$ cat src/rtl/mod_pkg.sv
// ---------------------------------------------------------------------------
// mod_pkg
// Shared definitions for the dispatcher and its helpers:
//   state_t                 dispatcher FSM state encoding
//   INDEX_W / NUM_IDX       width of a checker index / number of indices
//   TIMEOUT_CYCLES_DEFAULT  default WAIT budget before a done is declared lost
// ---------------------------------------------------------------------------
package mod_pkg;

    localparam int INDEX_W = 3;
    localparam int NUM_IDX = 8;
    localparam int unsigned TIMEOUT_CYCLES_DEFAULT = 15;

    typedef enum logic [2:0] {
        IDLE   = 3'd0,
        PICK   = 3'd1,
        ISSUE  = 3'd2,
        WAIT   = 3'd3,
        FINISH = 3'd4
    } state_t;

endpackage

$ cat src/rtl/mod_dispatcher_if.sv
// ---------------------------------------------------------------------------
// mod_dispatcher_if
// Bundles the dispatcher's request, checker handshake and result signals.
//   slave  : the dispatcher itself (takes start/mask/chk_done/chk_index_ret,
//            drives busy/chk_en/chk_index/result/pass_done/error)
//   master : the requester plus checker side (opposite directions)
// ---------------------------------------------------------------------------
interface mod_dispatcher_if;
    import mod_pkg::*;

    logic               start;
    logic [NUM_IDX-1:0] mask;
    logic               busy;
    logic               chk_en;
    logic [INDEX_W-1:0] chk_index;
    logic               chk_done;
    logic [INDEX_W-1:0] chk_index_ret;
    logic [NUM_IDX-1:0] result;
    logic               pass_done;
    logic               error;

    modport slave (
        input  start, mask, chk_done, chk_index_ret,
        output busy, chk_en, chk_index, result, pass_done, error
    );

    modport master (
        output start, mask, chk_done, chk_index_ret,
        input  busy, chk_en, chk_index, result, pass_done, error
    );

endinterface

$ cat src/rtl/lowest_bit_pick.sv
// ---------------------------------------------------------------------------
// lowest_bit_pick
// Combinational priority encoder: returns the index of the lowest set bit.
//   vec   in  NUM_IDX  candidate bits
//   index out INDEX_W  position of the lowest set bit (0 when vec is empty)
//   valid out 1        at least one bit of vec is set
// ---------------------------------------------------------------------------
module lowest_bit_pick
    import mod_pkg::*;
(
    input  logic [NUM_IDX-1:0] vec,
    output logic [INDEX_W-1:0] index,
    output logic               valid
);

    // Scan from the top down so the last hit, i.e. the lowest bit, wins.
    always_comb begin
        index = '0;
        valid = 1'b0;
        for (int i = NUM_IDX - 1; i >= 0; i--) begin
            if (vec[i]) begin
                index = INDEX_W'(i);
                valid = 1'b1;
            end
        end
    end

endmodule

$ cat src/rtl/mod_dispatcher.sv
// ---------------------------------------------------------------------------
// mod_dispatcher
// Walks the set bits of a captured mask, lowest first, issuing one request
// per index to a downstream checker and collecting confirmations into result.
//
// Ports:
//   clk   in  single clock, rising edge
//   rst   in  asynchronous, active-low reset
//   bus   mod_dispatcher_if.slave
//         start/mask            pass request, sampled only in IDLE
//         busy                  accepted start .. pass_done inclusive
//         chk_en/chk_index      one-cycle request to the checker
//         chk_done/chk_index_ret checker answer, honoured only in WAIT
//         result/pass_done/error pass outcome
//
// Parameter TIMEOUT_CYCLES: WAIT cycles allowed before a missing done is lost.
// Build option: define MOD_DISPATCHER_TIMEOUT_EN to enable the WAIT timeout;
// without it WAIT exits only on chk_done and TIMEOUT_CYCLES is unused.
//
// All outputs are registered and set on the edge that enters the state they
// belong to, so chk_en is high exactly during ISSUE and pass_done exactly
// during FINISH.
// ---------------------------------------------------------------------------
module mod_dispatcher
    import mod_pkg::*;
#(
    parameter int unsigned TIMEOUT_CYCLES = TIMEOUT_CYCLES_DEFAULT
) (
    input  logic            clk,
    input  logic            rst,
    mod_dispatcher_if.slave bus
);

    state_t             state_reg;
    logic [NUM_IDX-1:0] pending_reg;
    logic [NUM_IDX-1:0] result_reg;
    logic [INDEX_W-1:0] chk_index_reg;
    logic               busy_reg;
    logic               chk_en_reg;
    logic               pass_done_reg;
    logic               error_reg;

    logic [INDEX_W-1:0] pick_index;
    logic               pick_valid;

`ifdef MOD_DISPATCHER_TIMEOUT_EN
    // Two extra codes of headroom keep the width non-zero for tiny budgets.
    localparam int CNT_W = $clog2(TIMEOUT_CYCLES + 2);
    logic [CNT_W-1:0] cnt_reg;
`endif

    lowest_bit_pick u_pick (
        .vec   (pending_reg),
        .index (pick_index),
        .valid (pick_valid)
    );

    always_ff @(posedge clk or negedge rst) begin
        if (!rst) begin
            state_reg     <= IDLE;
            pending_reg   <= '0;
            result_reg    <= '0;
            chk_index_reg <= '0;
            busy_reg      <= 1'b0;
            chk_en_reg    <= 1'b0;
            pass_done_reg <= 1'b0;
            error_reg     <= 1'b0;
`ifdef MOD_DISPATCHER_TIMEOUT_EN
            cnt_reg       <= '0;
`endif
        end else begin
            // Pulses default low; they are raised only on entry to their state.
            chk_en_reg    <= 1'b0;
            pass_done_reg <= 1'b0;

            case (state_reg)
                IDLE: begin
                    if (bus.start) begin
                        pending_reg <= bus.mask;
                        result_reg  <= '0;
                        error_reg   <= 1'b0;
                        busy_reg    <= 1'b1;
                        state_reg   <= PICK;
                    end
                end

                PICK: begin
                    if (!pick_valid) begin
                        pass_done_reg <= 1'b1;
                        state_reg     <= FINISH;
                    end else begin
                        chk_index_reg           <= pick_index;
                        pending_reg[pick_index] <= 1'b0;
                        chk_en_reg              <= 1'b1;
                        state_reg               <= ISSUE;
                    end
                end

                ISSUE: begin
`ifdef MOD_DISPATCHER_TIMEOUT_EN
                    cnt_reg <= CNT_W'(TIMEOUT_CYCLES);
`endif
                    state_reg <= WAIT;
                end

                WAIT: begin
                    if (bus.chk_done) begin
                        // A done carrying the wrong index still ends the wait;
                        // it just does not confirm the requested index.
                        if (bus.chk_index_ret == chk_index_reg) begin
                            result_reg[chk_index_reg] <= 1'b1;
                        end else begin
                            error_reg <= 1'b1;
                        end
                        state_reg <= PICK;
                    end
`ifdef MOD_DISPATCHER_TIMEOUT_EN
                    // The counter value is the number of WAIT cycles left,
                    // including the current one.
                    else if (cnt_reg <= CNT_W'(1)) begin
                        cnt_reg   <= '0;
                        error_reg <= 1'b1;
                        state_reg <= PICK;
                    end else begin
                        cnt_reg <= cnt_reg - 1'b1;
                    end
`endif
                end

                FINISH: begin
                    busy_reg  <= 1'b0;
                    state_reg <= IDLE;
                end

                default: begin
                    state_reg <= IDLE;
                end
            endcase
        end
    end

    assign bus.busy      = busy_reg;
    assign bus.chk_en    = chk_en_reg;
    assign bus.chk_index = chk_index_reg;
    assign bus.result    = result_reg;
    assign bus.pass_done = pass_done_reg;
    assign bus.error     = error_reg;

endmodule
$ cat src/flat_wrapper.sv
// flat-port wrapper written by rule: the top's interface ports become plain ports
module mod_dispatcher_flat import mod_pkg::*;
#(
    parameter int unsigned TIMEOUT_CYCLES = TIMEOUT_CYCLES_DEFAULT
)
  (clk, rst, bus_start, bus_mask, bus_chk_done, bus_chk_index_ret, bus_busy, bus_chk_en, bus_chk_index, bus_result, bus_pass_done, bus_error);
  mod_dispatcher_if bus_i ();
  input  logic clk;
  input  logic rst;
  input wire logic [$bits(bus_i.start)-1:0] bus_start;
  input wire logic [$bits(bus_i.mask)-1:0] bus_mask;
  input wire logic [$bits(bus_i.chk_done)-1:0] bus_chk_done;
  input wire logic [$bits(bus_i.chk_index_ret)-1:0] bus_chk_index_ret;
  output wire logic [$bits(bus_i.busy)-1:0] bus_busy;
  output wire logic [$bits(bus_i.chk_en)-1:0] bus_chk_en;
  output wire logic [$bits(bus_i.chk_index)-1:0] bus_chk_index;
  output wire logic [$bits(bus_i.result)-1:0] bus_result;
  output wire logic [$bits(bus_i.pass_done)-1:0] bus_pass_done;
  output wire logic [$bits(bus_i.error)-1:0] bus_error;
  assign bus_i.start = bus_start;
  assign bus_i.mask = bus_mask;
  assign bus_i.chk_done = bus_chk_done;
  assign bus_i.chk_index_ret = bus_chk_index_ret;
  assign bus_busy = bus_i.busy;
  assign bus_chk_en = bus_i.chk_en;
  assign bus_chk_index = bus_i.chk_index;
  assign bus_result = bus_i.result;
  assign bus_pass_done = bus_i.pass_done;
  assign bus_error = bus_i.error;
  mod_dispatcher #(.TIMEOUT_CYCLES(TIMEOUT_CYCLES)) u_core (.clk(clk), .rst(rst), .bus(bus_i));
endmodule
$ cat config.mk
export PLATFORM = sky130hd
export DESIGN_NAME = mod_dispatcher_flat
export DESIGN_NICKNAME = d
export VERILOG_FILES = /design/src/rtl/mod_pkg.sv /design/src/rtl/mod_dispatcher_if.sv /design/src/rtl/lowest_bit_pick.sv /design/src/rtl/mod_dispatcher.sv /design/src/flat_wrapper.sv
export SDC_FILE = /design/constraint.sdc
export NUM_CORES = 1
export LEC_CHECK = 0
export ABC_AREA = 0
export CAP_MARGIN = 15
export CORE_MARGIN = 1
export CORE_UTILIZATION = 54
export CTS_BUF_LIST = sky130_fd_sc_hd__clkbuf_4
export DETAILED_ROUTE_END_ITERATION = 8
export GPL_TIMING_DRIVEN = 0
export PLACE_DENSITY_LB_ADDON = 0.15
export SLEW_MARGIN = 20
export SYNTH_ARGS = -nofsm -noshare
export SYNTH_HDL_FRONTEND = slang
export SYNTH_SLANG_ARGS = --single-unit
$ cat constraint.sdc
create_clock -name clk -period 3.7 [get_ports clk]
set_input_delay 0.925 -clock clk [delete_from_list [all_inputs] [get_ports clk]]
set_output_delay 0.925 -clock clk [all_outputs]
set_load 0.05 [all_outputs]
**Word level (Yosys, flattened, before mapping)**

Index checks and enable logic that the tools add are counted.
Widths: inputs -> output; s select.

- $lt $le $gt $ge: 4
- Eq/ne operators: 10
- Muxes and demuxes: 41
- Bitwise operators: 3
- Reductions and logical operators: 12

Operators with widths:

| operator | number |
|---|---|
| $mux 8 | 5 |
| $mux 3 | 11 |
| $pmux 8 s2 | 2 |
| $mux 1 | 18 |
| $pmux 3 s4 | 1 |
| $and 8x8->8 | 1 |
| $lt 3x4->1 const B | 2 |
| $not 8->8 | 1 |
| $or 8x8->8 | 1 |
| $reduce_and 4->1 | 2 |
| $demux 1 s3 | 2 |
| $eq 3x2->1 const B | 2 |
| $ge 3x1->1 const B | 2 |
| $ne 2x2->1 const B | 3 |
| $reduce_and 2->1 | 3 |
| $reduce_bool 2->1 | 3 |
| $ne 2x1->1 const B | 2 |
| $pmux 1 s2 | 2 |
| $eq 3x1->1 const B | 1 |
| $eq 3x3->1 | 1 |
| $eq 3x3->1 const B | 1 |
| $logic_not 3->1 | 1 |
| $reduce_and 3->1 | 1 |
| $logic_and 1x1->1 | 2 |

- Flip-flop bits (word level): 26
- Input port bits: 15
- Output and inout port bits: 15
- Word-level logic and storage cells: 78

**Logic depth before layout (Yosys ltp)**

- Depth after elaboration: 16
- Gate-level depth with buffers: 5

**Cells and area by module**

From an unflattened synthesis, not the netlist that was laid out.

- Cell total of the unflattened synthesis: 127
- Area, all modules: 1357.6 sq um

Modules (own cells, without submodules):

| module | instances | cells each | area an instance (sq um) | sequential area each (sq um) |
|---|---|---|---|---|
| mod_dispatcher | 1 | 114 | 1277.5 | 650.6 |
| lowest_bit_pick | 1 | 13 | 80.1 | 0.0 |

**Worst setup path after synthesis**

OpenSTA, ideal clock, no wires.

- Path type: input to register
- Start point: in bus_start
- End point: reg u_core.pending_reg[7]
- Arrival time: 1.722 ns
- Data required time: 3.559 ns
- Slack: 1.837 ns
- Cell stages on the path: 4
- Path buffers: 0
- Cells stage by stage: nor2_1 > or4b_1 > nor3_1 > a21oi_1

- Longest elaborated chain between the ends: 2

Ends and longest elaborated chain:

| what | RTL line | text |
|---|---|---|
| start, declared | flat_wrapper.sv:10 | `input wire logic [$bits(bus_i.start)-1:0] bus_start;` |
| $ne 2x2->1 (no line) | -- |  |
| $reduce_and 3->1 (no line) | -- |  |
| end signal, assigned | mod_dispatcher.sv:79 | `pending_reg <= bus.mask;` |
| end, declared | mod_dispatcher.sv:35 | `logic [NUM_IDX-1:0] pending_reg;` |

Every way passes these cells.
A chain may end at the register's enable or synchronous reset.

**Worst setup path in the final report**

- Start point: reg u_core.chk_index_reg[0] (netlist: u_core.bus.chk_index[0])
- End point: out bus_chk_index[0]

RTL lines:

| what | RTL line | text |
|---|---|---|
| start, declared | mod_dispatcher.sv:37 | `logic [INDEX_W-1:0] chk_index_reg;` |
| start signal, assigned | mod_dispatcher.sv:92 | `chk_index_reg <= pick_index;` |
| end, declared | flat_wrapper.sv:16 | `output wire logic [$bits(bus_i.chk_index)-1:0] bus_chk_index;` |

No word-level cell between the ends.

==> flow_summary.yaml <==
cts:
  clk_latency_ps: 320
  cts_sinks: 26
  cts_setup_buffers: 0
  htree_num_levels: 1
  numCtsBuffers: 3
  clockRootBuffer: "clkbuf_4"
  cts_tree: "yes"
  clk_path_buf_depth: 2
  clk_pin_slew_ps: 140
  cts_hold_buf: 0
  ctsResizeCount: 0
logic_synthesis:
  synth.cell_area_um2: 1190
  synth_commonest_cells: "dfrtp_1, nand2_1, o21ai_0"
  synth.yosys.warnings: 0
  syn_nets: 136
  synth.distinct_cells: 31
  post-synth-top-area-cell: "dfrtp_1"
  synth-seq-area-share_pct: 54.9
  syn_area_per_cell_um2: 9.80
  synth_seq_cells: 26
  netlist_instances: 121
  synth.top_cells.by_area: "dfrtp_1, nand2_1, o21ai_0, a21oi_1, mux2i_1"
  synthArstFlopShare_pct: 100
  synth_edf_count: 0
  synth_ff_type: "dfrtp_1"
  yosysMostFrequentCell: "dfrtp_1"
  synth_top_area_share_pct: 54.9
timing:
  slew_headroom_pct: 62.6
  finalSetupViolCount: 0
  finalCriticalPeriod_ps: 2650
  hold_viol: 0
  grt_setup_unrepaired: "false"
  fin_skew_ps: 10.3
  drv_slew: 0
  setup_tns_ps: 0
  tightest_slew_ps: 561
  fin_crit_sh_pct: 71.6
  max_clock_freq_mhz: 378
worst_setup_path:
  critical_path_class: "reg -> out"
  crit_chain: "clkdlybuf4s50_1"
  crit_family: "buffers and inverters"
  cp_slowest_cell: "clkdlybuf4s50_1"
  rr_worst_depth: 5
  startpoint_type: "register"
  path_max_fanout: 8
  worst_ep_arrival_time_ps: 1720
  worstSetupPathDepth: 1
  slowest_delay_ps: 860
  worst-path-buf-inv: 1
  crit_path_end_kind: "output port"
  required_ps: 2770
placement:
  io_buffer_count: 29
  place_congestion: 0.884
  place_inst: 177
  place_hpwl_mm: 1.79
drt:
  wire_per_inst_um: 13.7
  drtPass1Iterations: 4
  postRouteAntennaNets: 0
  routed_wl_mm: 2.47
  drtIter0Drc: 25
  vias: 1030
  vias_per_cell: 5.69
  route.detailed.drc: 0
min_path:
  hold_path.class: "reg -> reg"
  hold_depth: 2
floorplan:
  die_height_um: 48.9
  start_util_pct: 58.7
  die_w_um: 48.9
  core_um2: 2020
  rows: 16
  die_area_um2: 2390
  ios: 30
grt:
  grt_usage_pct: 23.7
  grt_max_degree: 27
  grt_pass1_vias: 1011
  grt_pass1_wl_mm: 4.40
  grt_overflow: 0
  antenna_found_initial: 0
power:
  total_power_w: 0.00135
  cellLeakagePower_nw: 0.646
  ir_drop_mv: 0.531
  powerDensity_nw_per_um2: 882
finish:
  area_delta_synth_final_pct: 29.1
  instances_no_fill: 181
  layout-drive-gt1-share_pct: 5.84
  nets: 170
  diodes: 0
job:
  drv_cap: 0
run_status:
  status: "complete, no violations"
power by group:
group	total [W]	internal, W	switching [W]
registers	0.000485	0.000389	0.0000966
logic	0.000743	0.000277	0.000466
clock network	0.000122	0.0000395	0.0000825
worst paths after layout:
check	slack (ps)	to	from
setup / recovery	1050	bus_chk_index[0]	u_core.bus.chk_index[0]
hold / removal	490	u_core.bus.result[1]	u_core.bus.result[1]
setup reg to reg	1750	u_core.pending_reg[7]	u_core.state_reg[1]
hold reg to reg	490	u_core.bus.result[1]	u_core.bus.result[1]
max in group asynchronous	2750	u_core.bus.chk_index[1]	rst
min in group asynchronous	570	u_core.bus.pass_done	rst
layer usage:
layer | global-route usage [%] | vias to the layer above | part of all wire (%) | wire length, um
met5 | 0 | - | 0 | 0
met2 | 42.4 | 30 | 50 | 1240
met1 | 29.1 | 500 | 45 | 1110
met3 | 4.36 | 2 | 4.1 | 102
li1 | - | 498 | - | -
met4 | 6.86 | 0 | 0.53 | 13
through the flow:
stage	util, %	instance area (um^2)	setup slack, ps	hold WS, ps
after floorplan	-	1190	1840	485
after global placement	74.7	1510	1120	458
after detailed placement	74.7	1510	1060	470
after CTS	76.0	1540	1070	500
after global routing	75.7	1530	1020	530
final	75.7	1530	1050	494
cells in the final DEF (no fill, tap or decap), types with 2 or more instances in the layout:
cell             instances
clkdlybuf4s50_1         28
dfrtp_1                 26
nand2_1                 20
o21ai_0                 12
nor2_1                   8
a21oi_1                  7
inv_1                    4
nand2b_1                 4
clkbuf_1                 3
nor4_1                   3
o31ai_1                  3
xor2_1                   3
mux2i_1                  3
clkbuf_4                 3
or4_4                    2
a31oi_1                  2
nand3b_1                 2
nor3_1                   2
buf_2                    2
o21ai_1                  2
nand3_1                  2
layout make-up:
class,instances,area [um^2]
Inverter,4,15.0
Sequential cell,26,651
Clock inverter,1,3.75
Timing Repair Buffer,29,285
Tap cell,27,33.8
Multi-Input combinational cell,87,504
Buffer,4,16.3
Clock buffer,3,22.5
Fill cell,144,490
cell families (layout without fill, tap and decap cells):
kind of cell / after synthesis / in the layout / share of synthesized area (%)
buffers and inverters: 8 / 41 / 2.64
AOI/OAI and AO/OA: 33 / 33 / 16.9
muxes: 3 / 3 / 2.53
and+or+nand+nor: 48 / 48 / 20.9
DFF: 26 / 26 / 54.9
xor gates and xnor gates: 3 / 3 / 2.22
Power figures use the tool's default switching activity.
